<file path="config.mk">
export PLATFORM = sky130hd
export DESIGN_NAME = pcie_us_axis_cc_mux
export DESIGN_NICKNAME = d
export VERILOG_FILES = /design/src/rtl/pcie_us_pkg.sv /design/src/rtl/pcie_us_axis_skid_reg.sv /design/src/rtl/pcie_us_axis_cc_mux.sv
export SDC_FILE = /design/constraint.sdc
export NUM_CORES = 1
export LEC_CHECK = 0
export BUFFER_PORTS_ARGS = -buffer_cell sky130_fd_sc_hd__buf_4
export CORE_AREA = 5 5 353 355
export CTS_BUF_LIST = sky130_fd_sc_hd__clkbuf_4
export CTS_CLUSTER_SIZE = 40
export DETAILED_ROUTE_END_ITERATION = 6
export DIE_AREA = 0 0 358 360
export GPL_TIMING_DRIVEN = 0
export PLACE_DENSITY_LB_ADDON = 0.12
export SYNTH_ARGS = -nofsm -noshare
export SYNTH_HDL_FRONTEND = slang
export SYNTH_SLANG_ARGS = --single-unit
</file>
<file path="constraint.sdc">
create_clock -name clk -period 3.42 [get_ports clk]
set_clock_uncertainty 0.15 [all_clocks]
set_input_delay 0.684 -clock clk [delete_from_list [all_inputs] [get_ports clk]]
set_output_delay 0.684 -clock clk [all_outputs]
set_load 0.1 [all_outputs]
</file>
<file path="src/rtl/pcie_us_pkg.sv">
// Shared definitions for the UltraScale PCIe AXI stream blocks:
// legal widths, the CC tuser width rule and small elaboration helpers.
package pcie_us_pkg;

  typedef enum logic [0:0] {
    ST_IDLE   = 1'b0,
    ST_ACTIVE = 1'b1
  } cc_mux_state_t;

  localparam int PCIE_DWORD_BITS = 32;

  function automatic bit pcie_data_width_legal(input int dw);
    return (dw == 64) || (dw == 128) || (dw == 256) || (dw == 512);
  endfunction

  function automatic int pcie_cc_user_width(input int dw);
    return (dw < 512) ? 33 : 81;
  endfunction

  function automatic int clog2_min1(input int n);
    return (n > 1) ? $clog2(n) : 1;
  endfunction

endpackage

</file>
<file path="src/rtl/pcie_us_axis_skid_reg.sv">
// Two-entry registered AXI stream stage: fully registered outputs and a
// registered input ready, with a temp slot to absorb the ready latency.
module pcie_us_axis_skid_reg #(
  parameter int DATA_W = 256,
  parameter int KEEP_W = 8,
  parameter int USER_W = 33
) (
  input  logic              clk,
  input  logic              rst_n,
  input  logic [DATA_W-1:0] s_tdata,
  input  logic [KEEP_W-1:0] s_tkeep,
  input  logic              s_tvalid,
  output logic              s_tready,
  input  logic              s_tlast,
  input  logic [USER_W-1:0] s_tuser,
  output logic [DATA_W-1:0] m_tdata,
  output logic [KEEP_W-1:0] m_tkeep,
  output logic              m_tvalid,
  input  logic              m_tready,
  output logic              m_tlast,
  output logic [USER_W-1:0] m_tuser
);

  localparam int PW = DATA_W + KEEP_W + USER_W + 1;

  logic [PW-1:0] s_payload;
  logic [PW-1:0] m_payload_reg;
  logic [PW-1:0] temp_payload_reg;
  logic          m_valid_reg;
  logic          temp_valid_reg;
  logic          s_ready_reg;
  logic          m_valid_next;
  logic          temp_valid_next;
  logic          s_ready_early;
  logic          store_in_to_out;
  logic          store_in_to_temp;
  logic          store_temp_to_out;

  assign s_payload = {s_tdata, s_tkeep, s_tuser, s_tlast};
  assign {m_tdata, m_tkeep, m_tuser, m_tlast} = m_payload_reg;
  assign m_tvalid  = m_valid_reg;
  assign s_tready  = s_ready_reg;

  // Ready for next cycle if the output drains, or the temp slot stays free.
  assign s_ready_early = m_tready || (!temp_valid_reg && (!m_valid_reg || !s_tvalid));

  always_comb begin
    m_valid_next      = m_valid_reg;
    temp_valid_next   = temp_valid_reg;
    store_in_to_out   = 1'b0;
    store_in_to_temp  = 1'b0;
    store_temp_to_out = 1'b0;
    if (s_ready_reg) begin
      if (m_tready || !m_valid_reg) begin
        m_valid_next    = s_tvalid;
        store_in_to_out = 1'b1;
      end else begin
        temp_valid_next  = s_tvalid;
        store_in_to_temp = 1'b1;
      end
    end else if (m_tready) begin
      m_valid_next      = temp_valid_reg;
      temp_valid_next   = 1'b0;
      store_temp_to_out = 1'b1;
    end
  end

  always_ff @(posedge clk or negedge rst_n) begin
    if (!rst_n) begin
      s_ready_reg      <= 1'b0;
      m_valid_reg      <= 1'b0;
      temp_valid_reg   <= 1'b0;
      m_payload_reg    <= '0;
      temp_payload_reg <= '0;
    end else begin
      s_ready_reg    <= s_ready_early;
      m_valid_reg    <= m_valid_next;
      temp_valid_reg <= temp_valid_next;
      if (store_in_to_out) begin
        m_payload_reg <= s_payload;
      end else if (store_temp_to_out) begin
        m_payload_reg <= temp_payload_reg;
      end
      if (store_in_to_temp) begin
        temp_payload_reg <= s_payload;
      end
    end
  end

endmodule

</file>
<file path="src/rtl/pcie_us_axis_cc_mux.sv">
// Merges S_COUNT completer completion streams into the core's CC port with
// frame-atomic round-robin arbitration and a registered skid-buffer output.
module pcie_us_axis_cc_mux
  import pcie_us_pkg::*;
#(
  parameter int S_COUNT                 = 2,
  parameter int AXIS_PCIE_DATA_WIDTH    = 256,
  parameter int AXIS_PCIE_KEEP_WIDTH    = AXIS_PCIE_DATA_WIDTH / 32,
  parameter int AXIS_PCIE_CC_USER_WIDTH = pcie_cc_user_width(AXIS_PCIE_DATA_WIDTH),
  localparam int IDX_W                  = clog2_min1(S_COUNT)
) (
  input  logic                                   clk,
  input  logic                                   rst_n,
  input  logic [S_COUNT*AXIS_PCIE_DATA_WIDTH-1:0]    s_axis_cc_tdata,
  input  logic [S_COUNT*AXIS_PCIE_KEEP_WIDTH-1:0]    s_axis_cc_tkeep,
  input  logic [S_COUNT-1:0]                         s_axis_cc_tvalid,
  output logic [S_COUNT-1:0]                         s_axis_cc_tready,
  input  logic [S_COUNT-1:0]                         s_axis_cc_tlast,
  input  logic [S_COUNT*AXIS_PCIE_CC_USER_WIDTH-1:0] s_axis_cc_tuser,
  output logic [AXIS_PCIE_DATA_WIDTH-1:0]            m_axis_cc_tdata,
  output logic [AXIS_PCIE_KEEP_WIDTH-1:0]            m_axis_cc_tkeep,
  output logic                                       m_axis_cc_tvalid,
  input  logic                                       m_axis_cc_tready,
  output logic                                       m_axis_cc_tlast,
  output logic [AXIS_PCIE_CC_USER_WIDTH-1:0]         m_axis_cc_tuser,
  input  logic                                       enable,
  output logic                                       busy,
  output logic [IDX_W-1:0]                           grant_index
);

  localparam int DW = AXIS_PCIE_DATA_WIDTH;
  localparam int KW = AXIS_PCIE_KEEP_WIDTH;
  localparam int UW = AXIS_PCIE_CC_USER_WIDTH;

  if (!pcie_data_width_legal(DW) || (KW * PCIE_DWORD_BITS != DW)) begin : g_bad_width
    $error("pcie_us_axis_cc_mux: illegal AXIS_PCIE_DATA_WIDTH/AXIS_PCIE_KEEP_WIDTH");
  end
  if ((S_COUNT < 1) || (S_COUNT > 16)) begin : g_bad_count
    $error("pcie_us_axis_cc_mux: S_COUNT must be 1..16");
  end

  cc_mux_state_t   state;
  logic [IDX_W-1:0] last_grant;
  logic [IDX_W-1:0] rr_sel;
  logic             rr_found;
  int               rr_cand;

  logic [DW-1:0] gnt_tdata;
  logic [KW-1:0] gnt_tkeep;
  logic [UW-1:0] gnt_tuser;
  logic          gnt_tlast;
  logic          gnt_tvalid;
  logic          skid_s_valid;
  logic          skid_s_ready;
  logic          beat_accept;

  // Round-robin: scan starting one past the last grantee, take the first requester.
  always_comb begin
    rr_found = 1'b0;
    rr_sel   = '0;
    rr_cand  = 0;
    for (int k = 0; k < S_COUNT; k++) begin
      rr_cand = int'(last_grant) + 1 + k;
      if (rr_cand >= S_COUNT) begin
        rr_cand = rr_cand - S_COUNT;
      end
      for (int i = 0; i < S_COUNT; i++) begin
        if (!rr_found && (i == rr_cand) && s_axis_cc_tvalid[i]) begin
          rr_found = 1'b1;
          rr_sel   = IDX_W'(i);
        end
      end
    end
  end

  always_comb begin
    gnt_tdata        = '0;
    gnt_tkeep        = '0;
    gnt_tuser        = '0;
    gnt_tlast        = 1'b0;
    gnt_tvalid       = 1'b0;
    s_axis_cc_tready = '0;
    for (int i = 0; i < S_COUNT; i++) begin
      if (grant_index == IDX_W'(i)) begin
        gnt_tdata           = s_axis_cc_tdata[i*DW +: DW];
        gnt_tkeep           = s_axis_cc_tkeep[i*KW +: KW];
        gnt_tuser           = s_axis_cc_tuser[i*UW +: UW];
        gnt_tlast           = s_axis_cc_tlast[i];
        gnt_tvalid          = s_axis_cc_tvalid[i];
        s_axis_cc_tready[i] = (state == ST_ACTIVE) && skid_s_ready;
      end
    end
  end

  assign skid_s_valid = (state == ST_ACTIVE) && gnt_tvalid;
  assign beat_accept  = skid_s_valid && skid_s_ready;

  // Ownership only changes on the tlast handshake, so frames never interleave.
  always_ff @(posedge clk or negedge rst_n) begin
    if (!rst_n) begin
      state       <= ST_IDLE;
      busy        <= 1'b0;
      grant_index <= '0;
      last_grant  <= IDX_W'(S_COUNT - 1);
    end else begin
      case (state)
        ST_IDLE: begin
          if (enable && rr_found) begin
            grant_index <= rr_sel;
            busy        <= 1'b1;
            state       <= ST_ACTIVE;
          end
        end
        ST_ACTIVE: begin
          if (beat_accept && gnt_tlast) begin
            last_grant <= grant_index;
            busy       <= 1'b0;
            state      <= ST_IDLE;
          end
        end
        default: begin
          state <= ST_IDLE;
          busy  <= 1'b0;
        end
      endcase
    end
  end

  pcie_us_axis_skid_reg #(
    .DATA_W(DW),
    .KEEP_W(KW),
    .USER_W(UW)
  ) u_skid (
    .clk      (clk),
    .rst_n    (rst_n),
    .s_tdata  (gnt_tdata),
    .s_tkeep  (gnt_tkeep),
    .s_tvalid (skid_s_valid),
    .s_tready (skid_s_ready),
    .s_tlast  (gnt_tlast),
    .s_tuser  (gnt_tuser),
    .m_tdata  (m_axis_cc_tdata),
    .m_tkeep  (m_axis_cc_tkeep),
    .m_tvalid (m_axis_cc_tvalid),
    .m_tready (m_axis_cc_tready),
    .m_tlast  (m_axis_cc_tlast),
    .m_tuser  (m_axis_cc_tuser)
  );

endmodule

</file>
# Word-level counts from Yosys, hierarchy flattened
# Cells that the tools add are included.
dict set report word_totals {
  elab_cells 89
  register_bits 603
  output_inout_bits 303
  in_bits 602
}
dict set report op_classes {
  n_reduce_logical 31
  mux 36
  n_lt_le_gt_ge 2
  add_sub_neg 4
  n_eq_ne 6
  bitwise 1
}
# operator n
set ops {}
lappend ops {{$mux W298} 2}
lappend ops {{$mux W256} 1}
lappend ops {{$eq A2 B32 Y1 const A} 2}
lappend ops {{$logic_not A32 Y1} 2}
lappend ops {{$mux W32} 2}
lappend ops {{$mux W33} 1}
lappend ops {{$ge A32 B3 Y1 const B} 1}
lappend ops {{$sub A32 B3 Y32 const B} 1}
lappend ops {{$mux W1} 27}
lappend ops {{$logic_and A1 B1 Y1} 13}
lappend ops {{$reduce_and A2 Y1} 5}
lappend ops {{$mux W8} 1}
lappend ops {{$logic_not A1 Y1} 6}
lappend ops {{$ne A2 B2 Y1 const B} 3}
lappend ops {{$pmux W1 S2} 2}
lappend ops {{$reduce_bool A2 Y1} 2}
lappend ops {{$sub A3 B2 Y4 const B} 1}
lappend ops {{$add A2 B1 Y3 const B} 1}
lappend ops {{$ge A3 B2 Y1 const B} 1}
lappend ops {{$logic_or A1 B1 Y1} 3}
lappend ops {{$add A1 B1 Y2 const B} 1}
lappend ops {{$ne A2 B1 Y1 const B} 1}
lappend ops {{$not A1 Y1} 1}

# Logic depth before layout (Yosys ltp)
# Gate-level depths: netlist of the first run.
dict set report depth {
  ltp_word 21
  depth_mapped 7
  ltp_nobuf 3
}

# Cells and area by module
# Synthesis of the first run repeated with hierarchy kept, for this count alone.
dict set report hier_totals {
  hier_cells 2353
  area_unflattened_um2 31325.0
}
# mod cells_per_inst seq_area_each_um2 n_inst area_each_um2
set by_module_without_submodules {}
lappend by_module_without_submodules {pcie_us_axis_skid_reg 2003 14989.4 1 27372.5}
lappend by_module_without_submodules {pcie_us_axis_cc_mux 350 101.3 1 3952.5}

# Worst setup path after synthesis of the first run
# No wires, ideal clock.
dict set report synth_timing {
  kind {reg2out}
  start {reg grant_index}
  end {out s_axis_cc_tready[1]}
  stages_incl_launch_ff 5
  n_path_buf 3
  required_ps 2586
  path_slack_ps 173
  arrival_ps 2413
  path_cell_list {dfrtp_1 > buf_2 > buf_2 > buf_2 > and3_1}
}
dict set report synth_via {
  elab_chain_cells 1
}
# item line
set synth_rtl {}
lappend synth_rtl {{start, declared} pcie_us_axis_cc_mux.sv:28} ;# output logic [IDX_W-1:0] grant_index
lappend synth_rtl {{start signal, assigned} pcie_us_axis_cc_mux.sv:109} ;# grant_index <= rr_sel;
lappend synth_rtl {{$mux W1} pcie_us_axis_cc_mux.sv:84} ;# if (grant_index == IDX_W'(i)) begin
lappend synth_rtl {{end, declared} pcie_us_axis_cc_mux.sv:17} ;# output logic [S_COUNT-1:0] s_axis_cc_tready,
# Every way passes these cells.

# Worst setup path after layout of the first run
dict set report layout_timing {
  start {reg grant_index}
  end {out s_axis_cc_tready[0]}
}
# Same word-level chain as after synthesis.

==> flow_metrics.py, run 1 <==
metrics = {
    "synth": {
        "syn_avg_cell_area_um2": 10.22,
        "synth_compound_area_frac": 0.1562,
        "ys_seq_elements": 603,
        "yosys_warnings": 0,
        "synth_area_leaders": "dfrtp_1 (56%), mux2i_1 (11%), o221ai_1 (9.8%), nand2_1 (8.4%), inv_1 (4.2%)",
        "synthCells": 2618,
        "synth_top_area_frac": 0.5629,
        "synth.area.mux_share": 0.1119,
        "seq_area_frac_synth": 0.5639,
        "synth_cell_types": 25,
        "synthXorXnorAreaFrac": 0,
        "yosysTopAreaCell": "dfrtp_1",
        "synth_top_family_by_area": "compound AO/OA/AOI/OAI gates",
        "synth_area_mm2": 0.02676,
        "syn_nets": 3220,
        "synth-simple-area-share": 0.08659,
        "synth_adder_area_share": 0,
    },
    "power": {
        "max-vdd-ir-drop_uv": 567.4,
        "power_leakage_nw": 21.41,
        "power_density_mw_per_mm2": 1129,
    },
    "place": {
        "placed_cells": 5153,
        "globalplace.congestion": 0.7991,
        "place_ws_ns": 0.2685,
        "placed_area_mm2": 0.03575,
        "io_buffers": 904,
        "dp_hpwl_um": 91760,
    },
    "floorplan": {
        "die-width_um": 358,
        "dieArea_mm2": 0.1289,
        "start_util": 0.2210,
        "core_area_mm2": 0.1211,
        "io_pins": 905,
        "fp-row-count": 128,
        "die_h_um": 360,
    },
    "global_route": {
        "grt_pass1_wl_um": 182100,
        "grt_max_degree": 107,
        "antenna_found_initial": 10,
        "grt_overflow": 0,
        "grt_pass1_vias": 28500,
        "grt.total_usage": 0.1876,
    },
    "setup_path": {
        "cp_data_arrival_time_ns": 2.34,
        "crit_required_ns": 2.59,
        "end_kind": "output pin",
        "path_class": "reg2out",
        "cp_cell_sequence": "buf_4 > buf_8 > buf_12 > inv_1 > and3_4 > buf_12",
        "max_stage_delay_ns": 0.38,
        "cp_slowest_cell": "dfrtp_1",
        "critical_path.most_common_cell": "buf_12",
        "start_kind": "flop",
        "path_max_fanout": 10,
    },
    "cells_and_area": {
        "fin_util": 0.3633,
        "area_growth_pct": 64.39,
        "nets": 4915,
        "drive_above_1_share": 0.2922,
        "instances_no_fill": 6049,
        "layout_common_cells": "buf_4 (904), dlygate4sd3_1 (605), dfrtp_1 (602), nand2_1 (597), inv_1 (301)",
        "postLayoutCellArea_mm2": 0.04399,
        "layout_commonest_cell": "buf_4",
    },
    "timing": {
        "drv_slew": 0,
        "setup_viol": 0,
        "final.period_utilization": 0.9292,
        "hold_viol": 0,
        "hold-worst-slack_ns": 0.2804,
        "relSlewSlack": 0.2951,
        "fin_ws_ns": 0.2421,
        "fmax_ghz": 0.3147,
        "min_period_ns": 3.178,
        "max_slew.worst_pin.slew_ns": 1.057,
    },
    "run": {
        "cap_violations": 0,
    },
    "hold_path": {
        "worst_hold_path_type": "reg2reg",
    },
    "routing": {
        "vias": 26140,
        "dr.pass1.iters": 5,
        "antenna_left": 0,
        "drc": 0,
        "drt_iter0_drc": 1074,
        "viasPerCell": 4.321,
        "routed_wl_um": 124200,
        "wl_per_cell_um": 20.53,
    },
    "clock_tree": {
        "h-tree-depth": 4,
        "cts_buffer_depth": 3,
        "tritoncts": "done",
        "insertion_delay_ns": 1.01,
        "numClockSinks": 603,
        "cts_root_buf": "clkbuf_4",
        "numCtsBuffers": 177,
        "clkTransAtPathRegs_ns": 0.06,
    },
    "run_status": {
        "outcome": "finished clean",
    },
}
==> final timing paths <==
kind,depth (start not counted),from,end,slack [ns]
worst max-delay path,6,grant_index$_DFFE_PN0P_,s_axis_cc_tready[0],0.24
worst min-delay path,2,u_skid.temp_payload_reg[50]$_DFFE_PN0P_,u_skid.m_payload_reg[50]$_DFFE_PN0P_,0.28
worst max register to register,6,grant_index$_DFFE_PN0P_,u_skid.m_payload_reg[86]$_DFFE_PN0P_,0.26
worst min register to register,2,u_skid.temp_payload_reg[50]$_DFFE_PN0P_,u_skid.m_payload_reg[50]$_DFFE_PN0P_,0.28
max in group asynchronous,6,rst_n,last_grant$_DFFE_PN1P_,1.00
min in group asynchronous,4,rst_n,u_skid.m_payload_reg[267]$_DFFE_PN0P_,0.71
==> metrics by stage <==
step / setup TNS (ns) / total power [W]
floorplan: 0 / 0.03285
global placement: -3640.00 / 0.04147
detailed placement: 0 / 0.04161
CTS: 0 / 0.05050
global route: -0.01293 / 0.05251
finish: 0 / 0.04968
==> report_power, final <==
part           internal, W  switching [W]
clock network      0.00349        0.00323
registers           0.0106        0.00189
logic              0.00813         0.0223
total               0.0223         0.0274
==> routing by layer <==
metal / track usage / share of wire / routed length [µm] / up-vias
met2: 0.3208 / 0.49 / 61140 / 739
li1: - / - / - / 12530
met1: 0.2254 / 0.41 / 51310 / 12690
met4: 0.06507 / 0.030 / 3753 / 0
met3: 0.05388 / 0.064 / 8000 / 178
met5: 0 / 0 / 0 / -
==> synth_stat cells <==
| master | instances |
|---|---|
| nor2b_1 | 2 |
| mux2i_1 | 298 |
| dfstp_2 | 1 |
| a31oi_1 | 2 |
| buf_6 | 23 |
| nand4b_1 | 1 |
| inv_1 | 301 |
| o21ai_1 | 201 |
| clkbuf_1 | 69 |
| a21oi_1 | 2 |
| o21a_1 | 2 |
| nand3b_1 | 2 |
| buf_1 | 7 |
| buf_4 | 2 |
| o21ai_0 | 100 |
| a21o_1 | 2 |
| a221o_1 | 1 |
| mux2_2 | 1 |
| nand2b_1 | 1 |
| and4_1 | 1 |
| o221ai_1 | 298 |
| buf_2 | 98 |
| nand2_1 | 597 |
| and3_1 | 4 |
| dfrtp_1 | 602 |
==> worst max-delay path, delay by kind of cell (launching register included) <==
family	cells	cell delay (ns)
buffers and inverters	5	0.75
DFF	1	0.38
and+or+nand+nor	1	0.18
==> layout make-up <==
type | instances | area, µm²
Tap cell | 1625 | 2033
Inverter | 301 | 1130
Buffer | 199 | 1077
Clock buffer | 239 | 1794
Fill cell | 12600 | 77080
Sequential cell | 603 | 15090
Clock inverter | 39 | 274.0
Timing Repair Buffer | 1516 | 13070
Antenna cell | 12 | 30.03
Multi-Input combinational cell | 1515 | 9495
==> timing repair <==
item | CTS | global route
resized for setup | 15 | 0
setup buffers | 0 | 0
hold endpoints to repair | 916 | 0
hold buffers | 606 | 0
setup endpoints to repair | 2 | 0
==> cells by family after synthesis <==
logic type,Yosys count
AOI/OAI and AO/OA,608
buffers and inverters,500
DFF,603
muxes,299
and+or+nand+nor,608
No activity file was read; power rests on OpenSTA's default activity.
==> inputs of run 2 (changes only) <==
- CORE_AREA: 5 5 353 355 -> 5 5 349 351
- CTS_BUF_LIST: sky130_fd_sc_hd__clkbuf_4 -> not set
- DIE_AREA: 0 0 358 360 -> 0 0 354 356
- SYNTH_HIERARCHICAL: not set -> 1
==> run 2 against run 1 <==
  * Worst hold slack got worse by 0.19 ns
  * Die area fell by 2.2%
  * Count of clock-buffer cells in the layout down 130
  * Fmax is 7.9% higher
  * Final area shrank 3.1%
  * Register-to-register slack better by 0.24 ns
  * Global-route usage grew 2.3 points
  * Non-clock buffer count fell by 572
  * Via count decreased by 6.4%
  * Sequential cell count stayed put
  * Critical endpoint is now s_axis_cc_tready[1]
  * Largest cell class unchanged
==> flow_metrics.py, run 2 <==
metrics = {
    "setup_path": {
        "r2r-end": "u_skid/m_payload_reg[130]$_DFFE_PN0P_",
        "worstSetupStartpoint": "grant_index$_DFFE_PN0P_",
        "endpoint": "s_axis_cc_tready[1]",
        "r2r_slack_ns": 0.50,
        "critical_path.most_common_cell": "buf_6",
        "crit_required_ns": 2.59,
        "max_stage_delay_ns": 0.38,
        "end_kind": "output pin",
        "r2r_start": "u_skid/s_tready$_DFF_PN0_",
        "crit_buf_inv": 4,
        "path_depth": 5,
        "cp_data_arrival_time_ns": 2.11,
        "path_max_fanout": 10,
        "critPathTopFamily": "buffers and inverters",
        "path_class": "reg2out",
        "r2r_cells": 5,
        "start_kind": "flop",
        "cp_cell_sequence": "buf_6 > buf_6 > buf_6 > and3_1 > buf_4",
        "cp_slowest_cell": "dfrtp_1",
    },
    "clock_tree": {
        "insertion_delay_ns": 0.64,
        "cts_buffer_depth": 3,
        "post_cts_resized": 0,
        "clkTransAtPathRegs_ns": 0.05,
        "numClockSinks": 603,
        "cts_root_buf": "clkbuf_16",
        "h-tree-depth": 3,
        "tritoncts": "done",
        "numCtsBuffers": 75,
        "cts_hold_buf": 1,
        "cts_setup_buffers": 0,
    },
    "floorplan": {
        "fp-row-count": 127,
        "core_area_mm2": 0.1187,
        "io_pins": 905,
        "die_h_um": 356,
        "dieArea_mm2": 0.1260,
        "die-width_um": 354,
        "start_util": 0.2639,
    },
    "routing": {
        "wl_per_cell_um": 27.81,
        "antenna_left": 0,
        "vias": 24470,
        "drt_iter0_drc": 1355,
        "routed_wl_um": 137700,
        "viasPerCell": 4.943,
        "dr.pass1.iters": 5,
        "drc": 0,
    },
    "place": {
        "io_buffers": 903,
        "globalplace.congestion": 0.8738,
        "dp_hpwl_um": 103800,
        "place_ws_ns": 0.4028,
    },
    "global_route": {
        "grt_overflow": 0,
        "grt_max_degree": 110,
        "antenna_found_initial": 5,
        "grt.total_usage": 0.2107,
        "grt_pass1_vias": 26290,
        "grt_pass1_wl_um": 193800,
    },
    "synth": {
        "seq_area_frac_synth": 0.4817,
        "synth_area_mm2": 0.03133,
        "ys.flop_type": "dfrtp_1",
        "synth_top_area_frac": 0.4809,
        "synth_cell_types": 30,
        "synth_common_cells": "dfrtp_1 (602), mux2_2 (375), nor2b_1 (301)",
        "syn_avg_cell_area_um2": 13.31,
        "synth_edf_count": 0,
        "yosysMostFrequentCell": "dfrtp_1",
        "ys_seq_elements": 603,
        "yosys_warnings": 6,
        "synth_area_leaders": "dfrtp_1 (48%), mux2_2 (13%), a211o_1 (8.3%), mux2_1 (7.9%), o221a_2 (7.6%)",
        "syn_nets": 2955,
        "synth-async-reset-ratio": 1.000,
        "yosysTopAreaCell": "dfrtp_1",
        "synthCells": 2353,
    },
    "cells_and_area": {
        "layout_common_cells": "buf_4 (922), dfrtp_1 (602), mux2_2 (375), nor2b_1 (301), a211o_1 (298)",
        "layout_commonest_cell": "buf_4",
        "drive_above_1_share": 0.5194,
        "area_growth_pct": 36.13,
        "nets": 3942,
    },
    "hold_path": {
        "worst_hold_path_type": "in2reg",
    },
    "timing": {
        "hold_viol": 0,
        "min_period_ns": 2.946,
        "max_slew.worst_pin.slew_ns": 1.050,
        "drv_slew": 0,
        "relSlewSlack": 0.3002,
        "rsz0062_at_grt": "no",
        "fmax_ghz": 0.3394,
        "final.period_utilization": 0.8615,
        "fin_ws_ns": 0.4738,
        "setup_viol": 0,
    },
    "run": {
        "cap_violations": 0,
    },
    "run_status": {
        "outcome": "finished clean",
    },
}
[run 2: changes by cell type after synthesis, moves of 39 or more]
cell / previous run / this run
nand2_1: 597 / 2
mux2_2: 1 / 375
inv_1: 301 / 0
nor2b_1: 2 / 301
a211o_1: 0 / 298
o221ai_1: 298 / 0
mux2i_1: 298 / 1
mux2_1: 0 / 220
o221a_2: 0 / 212
o21ai_1: 201 / 0
o21ai_0: 100 / 2
o221a_1: 0 / 86
buf_6: 23 / 62
[run 2: area by class of cell]
cell class | count | area (µm²)
Fill cell | 11850 | 76060
Sequential cell | 603 | 15090
Multi-Input combinational cell | 1517 | 14740
Timing Repair Buffer | 910 | 6962
Clock buffer | 109 | 2175
Tap cell | 1548 | 1937
Buffer | 233 | 1494
Clock inverter | 22 | 222.7
Antenna cell | 9 | 22.52
[run 2: stage by stage]
step / instance area (µm²) / hold slack [ns] / utilization / cells / setup TNS (ns)
after detailed placement: 40210 / 0.3307 / 0.3388 / 4810 / 0
after CTS: 42620 / 0.02836 / 0.3591 / 4942 / 0
final: 42640 / 0.08987 / 0.3593 / 4951 / 0
after floorplan: 31330 / 0.2384 / - / 2353 / 0
after global placement: 40040 / 0.3226 / 0.3373 / 4804 / -3574.69
after global routing: 42620 / 0.06421 / 0.3591 / 4943 / 0
[run 2: cell families (layout without fill, tap and decap cells)]
logic type             count (synthesis)  in the layout  share of synthesized area
AND/OR/NAND/NOR                      313            313                    0.06303
AO/OA/AOI/OAI                        606            606                     0.1924
flip-flops                           603            603                     0.4817
other                                  0              9                          0
multiplexers                         598            598                     0.2152
buffers and inverters                233           1274                    0.04769
[run 2: how the worst min path moves through the flow]
stage / startpoint / to / slack, ns / depth (start not counted)
floorplan: rst_n / busy$_DFFE_PN0P_ / 0.24 / 0
global placement: busy$_DFFE_PN0P_ / busy$_DFFE_PN0P_ / 0.32 / 1
detailed placement: busy$_DFFE_PN0P_ / busy$_DFFE_PN0P_ / 0.33 / 1
CTS: s_axis_cc_tvalid[0] / grant_index$_DFFE_PN0P_ / 0.03 / 2
global route: s_axis_cc_tvalid[0] / grant_index$_DFFE_PN0P_ / 0.06 / 2
finish: s_axis_cc_tvalid[0] / grant_index$_DFFE_PN0P_ / 0.09 / 2
[run 2: routing by layer]
layer,GRT usage,vias up,part of all wire
li1,-,11110,-
met1,0.2602,12480,0.41
met2,0.3699,740,0.50
met3,0.05364,141,0.061
met4,0.04986,0,0.022
met5,0,-,0
Power of run 2 is left out: the tool's default activity adds up to more than one toggle a clock period on the data nets, which glitch-free logic cannot reach.
==> inputs of run 3 (changes only) <==
==> constraint.sdc (replaced) <==
create_clock -name clk -period 3.42 [get_ports clk]
set_clock_uncertainty 0.15 [all_clocks]
set_input_delay 0 -clock clk [delete_from_list [all_inputs] [get_ports clk]]
set_output_delay 0 -clock clk [all_outputs]
set_load 0.1 [all_outputs]
==> run 3 against run 2 <==
  * Register-to-register slack about the same
  * Setup slack improved by 0.015 ns
  * Sequential cell count unchanged
  * Highest routed layer unchanged
==> flow_metrics.py, run 3 (same netlist as run 2, synthesis figures left out) <==
metrics = {
    "setup_path": {
        "cp_slowest_cell": "clkbuf_1",
        "end_kind": "flop",
        "path_max_fanout": 10,
        "cp_data_arrival_time_ns": 3.36,
        "start_kind": "flop",
        "critPathTopFamily": "buffers and inverters",
        "max_stage_delay_ns": 0.78,
        "path_class": "reg2reg",
        "critical_path.most_common_cell": "clkbuf_1",
        "crit_buf_inv": 3,
        "crit_required_ns": 3.85,
        "cp_cell_sequence": "buf_4 > clkbuf_1 > clkbuf_1 > a211o_1 > o221a_2",
    },
    "clock_tree": {
        "tritoncts": "done",
        "cts_buffer_depth": 3,
        "h-tree-depth": 3,
        "numCtsBuffers": 75,
        "cts_setup_buffers": 0,
        "cts_root_buf": "clkbuf_16",
        "numClockSinks": 603,
        "clkTransAtPathRegs_ns": 0.06,
        "insertion_delay_ns": 0.64,
    },
    "timing": {
        "drv_slew": 0,
        "setup_viol": 0,
        "max_slew.worst_pin.slew_ns": 1.009,
        "relSlewSlack": 0.3277,
        "final.period_utilization": 0.8570,
        "hold_viol": 0,
        "rsz0062_at_grt": "no",
        "fmax_ghz": 0.3412,
        "setup_tns_ns": 0,
        "min_period_ns": 2.931,
        "fin_ws_ns": 0.4892,
    },
    "floorplan": {
        "die_h_um": 356,
        "io_pins": 905,
        "core_area_mm2": 0.1187,
        "fp-row-count": 127,
        "die-width_um": 354,
        "dieArea_mm2": 0.1260,
        "start_util": 0.2639,
    },
    "global_route": {
        "grt_overflow": 0,
        "grt_pass1_vias": 29190,
        "grt_pass1_wl_um": 202500,
        "grt_max_degree": 110,
        "antenna_found_initial": 5,
        "grt.total_usage": 0.2160,
    },
    "place": {
        "place_ws_ns": 0.4028,
        "placed_cells": 4810,
        "dp_hpwl_um": 103800,
        "placed_area_mm2": 0.04021,
        "globalplace.congestion": 0.8738,
        "io_buffers": 903,
    },
    "routing": {
        "antenna_left": 0,
        "vias": 26940,
        "routed_wl_um": 141300,
        "drt_iter0_drc": 1307,
        "drc": 0,
        "dr.pass1.iters": 5,
        "viasPerCell": 4.850,
        "wl_per_cell_um": 25.43,
    },
    "cells_and_area": {
        "postLayoutCellArea_mm2": 0.04871,
        "instances_no_fill": 5555,
        "drive_above_1_share": 0.4411,
        "area_growth_pct": 55.51,
        "nets": 4547,
        "layout_common_cells": "buf_4 (922), dlygate4sd3_1 (605), dfrtp_1 (602), mux2_2 (375), nor2b_1 (301)",
        "layout_commonest_cell": "buf_4",
        "fill_cells": 11440,
    },
    "power": {
        "total_power_w": 0.05496,
        "max-vdd-ir-drop_uv": 567.2,
        "power_leakage_nw": 20.75,
        "power_density_mw_per_mm2": 1128,
    },
    "hold_path": {
        "worst_hold_path_type": "in2reg",
    },
    "run": {
        "cap_violations": 0,
    },
    "run_status": {
        "outcome": "finished clean",
    },
}
==> run 3: cell count changes in the layout (fill, tap and decap cells not counted), sizes merged <==
cell,previous run,this run
diode,9,8
dlygate4sd3,1,605
buf,1058,1059
==> run 3: metal layers <==
metal / global-route usage / wire (µm) / part of all wire / vias to the layer above
met5: 0 / 0 / 0 / -
li1: - / - / - / 12320
met2: 0.3806 / 70660 / 0.50 / 769
met4: 0.05702 / 3738 / 0.026 / 0
met1: 0.2653 / 58460 / 0.41 / 13690
met3: 0.05180 / 8403 / 0.059 / 159
==> run 3: timing repair <==
action | in CTS | in global routing
gates resized for setup | 0 | 0
hold buffers | 606 | 0
setup endpoints to repair | 0 | 0
endpoints found under the hold margin | 917 | 0
==> run 3: path summary, 6_finish.rpt <==
kind                       slack, ns                                        to  depth (start not counted)                                startpoint
max reg2reg                     0.49     u_skid/m_payload_reg[130]$_DFFE_PN0P_                          5                 u_skid/s_tready$_DFF_PN0_
max                             0.49     u_skid/m_payload_reg[130]$_DFFE_PN0P_                          5                 u_skid/s_tready$_DFF_PN0_
min                             0.12  u_skid/temp_payload_reg[109]$_DFFE_PN0P_                          4                       s_axis_cc_tdata[67]
min reg2reg                     0.34  u_skid/temp_payload_reg[192]$_DFFE_PN0P_                          1  u_skid/temp_payload_reg[192]$_DFFE_PN0P_
min in group asynchronous       0.37     u_skid/m_payload_reg[211]$_DFFE_PN0P_                          4                                     rst_n
max in group asynchronous       1.16   u_skid/temp_payload_reg[58]$_DFFE_PN0P_                          6                                     rst_n
==> run 3: metrics by stage <==
| stage | hold slack, ns | utilization |
|---|---|---|
| 6_report | 0.1241 | 0.4104 |
| 5_1_grt | 0.09546 | 0.4103 |
| 4_1_cts | 0.06616 | 0.4102 |
| 3_5_place_dp | -0.1677 | 0.3388 |
| 3_3_place_gp | 0.05625 | 0.3373 |
| 2_1_floorplan | -0.4456 | - |
==> run 3: final cells by class <==
cell class	count	area (µm²)	share of cell area
multi-input combinational	1517	14740	0.3026
clock inverter	22	222.7	0.004572
clock buffer	109	2175	0.04464
timing repair buffer	1515	13040	0.2676
antenna	8	20.02	0.0004110
buffer	233	1494	0.03067
sequential	603	15090	0.3098
tap	1548	1937	0.03976
==> run 3: power breakdown <==
part           total, W  internal, W  switching, W
sequential       0.0133       0.0109       0.00244
clock           0.00787      0.00452       0.00335
combinational    0.0338       0.0111        0.0226
total            0.0550       0.0265        0.0284
==> run 3: worst min-delay path, cell delays in order <==
cell	delay, ns
buf_4	0.07
mux2_2	0.12
dlygate4sd3_1	0.56
mux2_1	0.13
